## src/rtl/common_cross_buffer4_dispatch_pkg.sv

```systemverilog
// -----------------------------------------------------------------------------
// common_cross_buffer4_dispatch_pkg
// Shared constants for the 1-to-4 dispatch cross buffer and its per-port slots.
//   NUM_PORTS : number of downstream ports (4)
//   DEST_W    : width of a destination index (2)
//   MASK_W    : width of a broadcast destination mask (4)
//   DEST_IN_W : width of prev_i_dest actually used by the top level; it is the
//               mask width when COMMON_CROSS_BUFFER4_DISPATCH_BROADCAST_EN is
//               defined, otherwise the index width.
// -----------------------------------------------------------------------------
package common_cross_buffer4_dispatch_pkg;

   localparam int NUM_PORTS = 4;
   localparam int DEST_W    = 2;
   localparam int MASK_W    = 4;

`ifdef COMMON_CROSS_BUFFER4_DISPATCH_BROADCAST_EN
   localparam int DEST_IN_W = MASK_W;
`else
   localparam int DEST_IN_W = DEST_W;
`endif

endpackage

```

## src/rtl/common_dispatch_slot.sv

```systemverilog
// -----------------------------------------------------------------------------
// common_dispatch_slot
// One downstream port of the dispatch buffer: a 1-entry bypass (skid) buffer.
// While empty, a selected beat is forwarded combinationally; if the consumer is
// not ready it is latched instead. While full, the stored beat is presented and
// no new beat is taken; it leaves when the consumer is ready.
// Ports:
//   clk, reset : clock, synchronous active-high reset
//   sel        : beat for this port is being accepted upstream this cycle
//   in_data    : upstream payload
//   out_ready  : consumer ready
//   out_valid  : port beat valid
//   out_data   : port payload (0 when idle)
//   full       : registered occupancy, used for upstream ready
// -----------------------------------------------------------------------------
module common_dispatch_slot
   import common_cross_buffer4_dispatch_pkg::*;
#(
   parameter int BUFFER_WIDTH = 1
) (
   input  logic                    clk,
   input  logic                    reset,
   input  logic                    sel,
   input  logic [BUFFER_WIDTH-1:0] in_data,
   input  logic                    out_ready,
   output logic                    out_valid,
   output logic [BUFFER_WIDTH-1:0] out_data,
   output logic                    full
);

   logic                    full_q;
   logic [BUFFER_WIDTH-1:0] data_q;

   always_ff @(posedge clk) begin
      if (reset) begin
         full_q <= 1'b0;
         data_q <= '0;
      end else if (full_q) begin
         if (out_ready) begin
            full_q <= 1'b0;
         end
      end else if (sel && !out_ready) begin
         full_q <= 1'b1;
         data_q <= in_data;
      end
   end

   // The stored entry always has priority; sel is never asserted while full
   // because the top gates selection with the upstream ready.
   always_comb begin
      out_valid = full_q | sel;
      out_data  = '0;
      if (full_q) begin
         out_data = data_q;
      end else if (sel) begin
         out_data = in_data;
      end
   end

   assign full = full_q;

endmodule

```

## src/rtl/common_cross_buffer4_dispatch.sv

```systemverilog
// -----------------------------------------------------------------------------
// common_cross_buffer4_dispatch
// 1-to-4 dispatch cross buffer: routes one valid/ready stream to one of four
// ports by prev_i_dest. Each port has a 1-entry bypass buffer, so a stalled
// port only blocks the input when a beat is addressed to it while it is full.
// prev_o_ready depends only on registered occupancy and prev_i_dest, never on
// any downstream ready.
// Optional feature: COMMON_CROSS_BUFFER4_DISPATCH_BROADCAST_EN turns
// prev_i_dest into a 4-bit target mask; a beat is accepted only when every
// targeted port is empty, and a zero mask is accepted and discarded.
// Ports:
//   clk, reset        : clock, synchronous active-high reset
//   prev_i_data/dest/valid, prev_o_ready : upstream stream
//   nextN_o_data/valid, nextN_i_ready    : downstream port N, N = 0..3
// -----------------------------------------------------------------------------
module common_cross_buffer4_dispatch
   import common_cross_buffer4_dispatch_pkg::*;
#(
   parameter int BUFFER_WIDTH = 1
) (
   input  logic                    clk,
   input  logic                    reset,
   input  logic [BUFFER_WIDTH-1:0] prev_i_data,
   input  logic [DEST_IN_W-1:0]    prev_i_dest,
   input  logic                    prev_i_valid,
   output logic                    prev_o_ready,
   output logic [BUFFER_WIDTH-1:0] next0_o_data,
   output logic                    next0_o_valid,
   input  logic                    next0_i_ready,
   output logic [BUFFER_WIDTH-1:0] next1_o_data,
   output logic                    next1_o_valid,
   input  logic                    next1_i_ready,
   output logic [BUFFER_WIDTH-1:0] next2_o_data,
   output logic                    next2_o_valid,
   input  logic                    next2_i_ready,
   output logic [BUFFER_WIDTH-1:0] next3_o_data,
   output logic                    next3_o_valid,
   input  logic                    next3_i_ready
);

   logic [NUM_PORTS-1:0]    target;
   logic [NUM_PORTS-1:0]    full;
   logic [NUM_PORTS-1:0]    sel;
   logic [NUM_PORTS-1:0]    port_ready;
   logic [NUM_PORTS-1:0]    port_valid;
   logic [BUFFER_WIDTH-1:0] port_data [NUM_PORTS];

   // Destination decode into a one-hot (or multi-hot) target set.
   always_comb begin
`ifdef COMMON_CROSS_BUFFER4_DISPATCH_BROADCAST_EN
      target = prev_i_dest;
`else
      target = '0;
      target[prev_i_dest] = 1'b1;
`endif
   end

   // Accept only when every targeted port is empty; an empty target set is
   // always accepted. Selection is gated by acceptance so that a broadcast
   // never reaches a subset of its targets.
   assign prev_o_ready = ~|(target & full);
   assign sel          = target & {NUM_PORTS{prev_i_valid & prev_o_ready}};

   assign port_ready = {next3_i_ready, next2_i_ready, next1_i_ready, next0_i_ready};

   for (genvar n = 0; n < NUM_PORTS; n++) begin : g_slot
      common_dispatch_slot #(
         .BUFFER_WIDTH(BUFFER_WIDTH)
      ) u_slot (
         .clk      (clk),
         .reset    (reset),
         .sel      (sel[n]),
         .in_data  (prev_i_data),
         .out_ready(port_ready[n]),
         .out_valid(port_valid[n]),
         .out_data (port_data[n]),
         .full     (full[n])
      );
   end

   assign next0_o_valid = port_valid[0];
   assign next1_o_valid = port_valid[1];
   assign next2_o_valid = port_valid[2];
   assign next3_o_valid = port_valid[3];
   assign next0_o_data  = port_data[0];
   assign next1_o_data  = port_data[1];
   assign next2_o_data  = port_data[2];
   assign next3_o_data  = port_data[3];

endmodule

```

## config.mk

```make
export PLATFORM = sky130hd
export DESIGN_NAME = common_cross_buffer4_dispatch
export DESIGN_NICKNAME = d
export VERILOG_FILES = /design/src/rtl/common_cross_buffer4_dispatch_pkg.sv /design/src/rtl/common_dispatch_slot.sv /design/src/rtl/common_cross_buffer4_dispatch.sv
export SDC_FILE = /design/constraint.sdc
export NUM_CORES = 1
export LEC_CHECK = 0
export CORE_AREA = 2 2 39 41
export DETAILED_ROUTE_END_ITERATION = 16
export DIE_AREA = 0 0 41 43
export SKIP_LAST_GASP = 1
export SLEW_MARGIN = 40
export SYNTH_ARGS = -nofsm -noshare
export SYNTH_HDL_FRONTEND = slang
export SYNTH_SLANG_ARGS = --single-unit
```

## constraint.sdc

```tcl
create_clock -name clk -period 1.4 [get_ports clk]
set_input_delay 0.28 -clock clk [delete_from_list [all_inputs] [get_ports clk]]
set_output_delay 0.28 -clock clk [all_outputs]
set_load 0.05 [all_outputs]
```

Word level (Yosys, flattened, before mapping)
Cells that the tools add are included. W data, S select, Z words.

Muxes and demuxes: 22. Bitwise gates (word level): 11. $lt $le $gt $ge: 2. Reduce and logical (&&, ||, !) cells: 15.

Operators by type and width (number): $mux W1 (21); $and A4 B4 Y4 (2); $reduce_and A2 Y1 (4); $logic_and A1 B1 Y1 (5); $logic_not A1 Y1 (5); $not A1 Y1 (4); $or A1 B1 Y1 (4); $reduce_or A4 Y1 (1); $lt A2 B3 Y1 const B (1); $demux W1 S2 (1); $ge A2 B1 Y1 const B (1); $and A1 B1 Y1 (1).

Flip-flop bits (word level): 8. Logic and storage cells: 58. Output and inout port bits: 9. Bits of input ports: 10.

Logic depth before layout (Yosys ltp)
Word-level depth: 12. Mapped depth: 4. Gate-level depth less buffers: 3.

Cells and area by module
A second synthesis with hierarchy kept.

Cells, all modules: 51. Area, all modules: 489.2 sq um.

By module, submodules not included: common_dispatch_slot (times used 4, area each 106.4 sq um, cells an instance 11, sequential area each 40.0 sq um); common_cross_buffer4_dispatch (times used 1, area each 63.8 sq um, cells an instance 7, sequential area each 0.0 sq um).

Worst setup path after synthesis
No wires, ideal clock.

Kind: input to register. Start: input port prev_i_dest[0]. End: register g_slot[0].u_slot.full_q. Cell stages on the path: 3. Arrival time: 1438 ps. Setup slack: -118 ps. Setup time: 80 ps. Buffers on the path: 0. Required time: 1320 ps. Path through: nand2b_1 o21bai_1 nor3b_1.

Word-level cells in the longest chain between the ends: 12. Elaborated cells between the ends (all ways): 13. Classes of those cells: order compare (2); mux (4); bitwise (3); reduce/logical (4).

Ends and longest elaborated chain: start, declared (line common_cross_buffer4_dispatch.sv:24) `input logic [DEST_IN_W-1:0] prev_i_dest,`; $lt A2 B3 Y1 (implied by the code) or $ge A2 B1 Y1 (tied branches) (line common_cross_buffer4_dispatch.sv:54) `target[prev_i_dest] = 1'b1;`; $logic_and A1 B1 Y1 (implied by the code) (line common_cross_buffer4_dispatch.sv:54); $mux W1 (implied by the code) (line common_cross_buffer4_dispatch.sv:54); $demux W1 S2 * (line common_cross_buffer4_dispatch.sv:54); $and A4 B4 Y4 (line common_cross_buffer4_dispatch.sv:61) `assign prev_o_ready = ~|(target & full);`; $reduce_or A4 Y1 (line common_cross_buffer4_dispatch.sv:61); $logic_not A1 Y1 (line common_cross_buffer4_dispatch.sv:61); $and A1 B1 Y1 (line common_cross_buffer4_dispatch.sv:62) `assign sel = target & {NUM_PORTS{prev_i_valid & prev_o_ready}};`; $and A4 B4 Y4 * (line common_cross_buffer4_dispatch.sv:62); $logic_and A1 B1 Y1 * (line common_dispatch_slot.sv:42) `end else if (sel && !out_ready) begin`; $mux W1 * (line common_dispatch_slot.sv:42); $mux W1 * (line common_dispatch_slot.sv:38) `end else if (full_q) begin`; end signal, assigned (line common_dispatch_slot.sv:36) `full_q <= 1'b0;`; end signal, assigned (line common_dispatch_slot.sv:40) `full_q <= 1'b0;`; end signal, assigned (line common_dispatch_slot.sv:43) `full_q <= 1'b1;`; end, declared (line common_dispatch_slot.sv:31) `logic full_q;`.

Every way passes the cells marked *; elsewhere a longest branch is shown, timed or not. A chain may end at the register's enable or synchronous reset.

Worst setup path in the final report
Start: register g_slot[1].u_slot.full_q. End: output port prev_o_ready.

Word-level cells in the longest chain between the ends: 3.

Ends and longest elaborated chain: start, declared (line common_dispatch_slot.sv:31); start signal, assigned (line common_dispatch_slot.sv:36); start signal, assigned (line common_dispatch_slot.sv:40); start signal, assigned (line common_dispatch_slot.sv:43); $and A4 B4 Y4 (line common_cross_buffer4_dispatch.sv:61); $reduce_or A4 Y1 (line common_cross_buffer4_dispatch.sv:61); $logic_not A1 Y1 (line common_cross_buffer4_dispatch.sv:61); end, declared (line common_cross_buffer4_dispatch.sv:26) `output logic prev_o_ready,`.

Every way passes these cells.

==> metrics <==
run status=finished with violations; failing checks=setup timing; number of CTS-inserted buffers=3; Switching Fraction=0.2865; drc violations=0; CP cell instances=mux4_2 -> clkinvlp_4 -> buf_12; antenna violations before repair=0; Overflow after GRT=0; Final Hold Violating Endpoints=0; DR vias=455; #FFs+latches synth=8; placed cell areas=774.5 um^2; Worst Hold End=g_slot[1].u_slot.data_q; Power Internal=0.4297 mW; Most used DFF post-synth=dfxtp_1; Vias/cell=4.840; RSZ-0062 raised after global routing=yes; most frequent cells after synthesis=8 x dfxtp_1, 8 x nand2b_1; area share of the largest cell type after synthesis=0.3743; HP Start=prev_i_dest[1]; Synth area leaders=dfxtp_1 37%, nand2b_1 12%, mux2i_1 9.4%, a22o_1 8.2%, nor3b_1 7.0%; FFs w/ async S/R, synth=0; Reg power frac=0.390; num ports=19; Net count, final=90; worst setup margin=-0.1820 ns; share of cells above drive strength 1=0.5385; Starting Density=0.3092; DIE WIDTH=41 um; Post-synth EDFFs=0; final instance area=878.3 um^2; Slew Viols, Final=0; peak supply drop=0.0004879 V; DIE AREA=1763 um^2; Core ar.=1384 um^2; CP bufs+invs=2; Critical Path Fanout Max=2; Initial DRC Count=7; worst hold-check path type=input port to register; hold-critical path depth=4; Setup Skew=0.0001105 ns; logic gate share of total power=0.313; post-detailed-route count of antenna-violating nets=0; worst slew pin tran=0.3286 ns; Reg-to-Reg Start=g_slot[1].u_slot.full; Mapped Nets=55; Routed WL=1.096 mm; Die Ht=43 um; final worst-path cycle share=1.130; register-to-register path setup slack=0.25 ns; Clk pwr share=0.297; f_max=632.1 MHz; Seq. cell area=166.4 um^2; Critical Path AT=1.30 ns; clock tree sinks=8; Longest Clk Path Bufs=2; Routability Congestion=0.6728; Worst path slowest cell=mux4_2; Worst path top cell family by delay=multiplexers; CP endpoint kind=primary output; Post-Syn Area=427.9 um^2; Clk Tree Root Cell=clkbuf_4; R2R cell count=4; CP Launch Type=register; Final min period=1.582 ns; Post-DP HPWL=805.1 um; largest area contributor in the netlist=dfxtp_1; Worst Path Required=1.12 ns; Post-Synthesis Cells=45; Netlist cell types=16; CTS Hold Bufs=0; first-pass GRT wire length=1.704 mm; CTS tree=yes; Rel. slew slack=0.7789; reg2reg end=g_slot[1].u_slot.data_q; Area growth syn-to-layout=105.3%; critical path's largest stage delay=0.48 ns; yosys warns=0; post-synthesis sequential area ratio=0.3743; vias in the first global route=415; # rows=14; fillers=122; antenna diode count=0; Max Cap Viol=0; Global Route Usage Sum=0.1518; # H-tree levels=1; Routed WL per cell=11.66 um; largest net degree at the start of global routing=7; Avg Cell Area, Syn=9.509 um^2; # setup viols final=6; type of the worst setup path=register to primary output; detailed-router iteration count before antenna repair=5; hold_ws=0.4667 ns; Psw=0.1726 mW; Clk Latency, worst-skew pair=0.26 ns; Cell Pwr Density=685.7 nW/um^2; Port Buffers=18; leakage=0.3589 nW; area of the multi-input gates=291.5 um^2; Clock transition at path regs=0.06 ns
## per-layer routing
metal,wire (um),vias up,global-route usage
met5,0,-,0
met4,19,0,0.1400
met3,49,2,0.01571
met2,552,16,0.2063
met1,475,204,0.1980
li1,-,233,-
## repair_timing
item | CTS | global route
buffers inserted | 4 | 2
endpoints found under the setup margin | 10 | 8
resized for setup | 19 | 7
pin swaps | 6 | 3
endpoints found under the hold margin | 0 | 0
## worst max path at each step
stage                                      from      endpoint  slack [ns]  cells past startpoint
after global routing      g_slot[2].u_slot.full  prev_o_ready       -0.21                      3
after global placement           prev_i_dest[1]  prev_o_ready       -0.43                      4
after detailed placement         prev_i_dest[1]  prev_o_ready       -0.45                      4
after floorplan                  prev_i_dest[1]  prev_o_ready       0.002                      3
final                     g_slot[1].u_slot.full  prev_o_ready       -0.18                      3
after CTS                 g_slot[1].u_slot.full  prev_o_ready       -0.18                      3
## flip-flops by register name (all words and copies together), names as in the netlist
| signal | flops |
|---|---|
| g_slot.u_slot.data_q | 4 |
| g_slot.u_slot.full | 4 |
## power groups by stage
stage	clock (mW)	sequential [mW]	combinational [mW]
finish	0.179	0.235	0.189
global route	0.199	0.235	0.200
CTS	0.187	0.236	0.182
detailed placement	0	0.241	0.175
global placement	0	0.241	0.174
floorplan	0	0.241	0.0789
## worst register-to-register path, cell delays in order, from the launching register on
cell and delay, ns:
dfxtp_2 0.33, buf_6 0.12, buf_6 0.10, nor4_1 0.32
mux2i_1 0.21
## kinds of logic after synthesis
group | Yosys count | synth area share
simple gates | 23 | 0.3187
flops | 8 | 0.3743
compound gates | 6 | 0.1169
mux | 5 | 0.1462
buf+inv | 3 | 0.04384
## layout make-up
type | instances | area share
timing repair buffer | 32 | 0.4217
multi-input combinational | 34 | 0.3319
sequential | 8 | 0.1895
clock buffer | 3 | 0.02564
tap | 16 | 0.02279
inverter | 1 | 0.008547
## cells in the final DEF (no fill, tap or decap)
cell             instances
buf_2                    2
mux2i_1                  4
dfxtp_2                  2
nor4_1                   2
o21bai_4                 1
buf_6                    3
clkinvlp_4               1
nand3b_1                 1
nor3_2                   2
clkbuf_4                 3
dfxtp_4                  1
nand2b_1                 7
buf_12                   9
o21bai_2                 1
nor3_1                   2
buf_4                   11
nand2_1                  1
mux4_2                   1
a22o_1                   4
nor2_2                   2
clkbuf_2                 1
dlygate4sd2_1            1
dfxtp_1                  5
clkdlybuf4s50_1          5
nor3b_1                  4
nand2b_4                 1
nand3_2                  1
## per-stage QoR
| stage | total power, mW | util | worst slack, ns | std cells | TNS, ns |
|---|---|---|---|---|---|
| after floorplan | 0.3200 | - | 0.002040 | 45 | 0 |
| after global placement | 0.4157 | 0.5597 | -0.4281 | 85 | -4.429 |
| after detailed placement | 0.4164 | 0.5597 | -0.4461 | 85 | -4.612 |
| after CTS | 0.6059 | 0.6076 | -0.1845 | 92 | -0.3742 |
| after global routing | 0.6340 | 0.6347 | -0.2110 | 94 | -0.5834 |
| final | 0.6023 | 0.6347 | -0.1820 | 94 | -0.3456 |
Power figures use the tool's default switching activity.
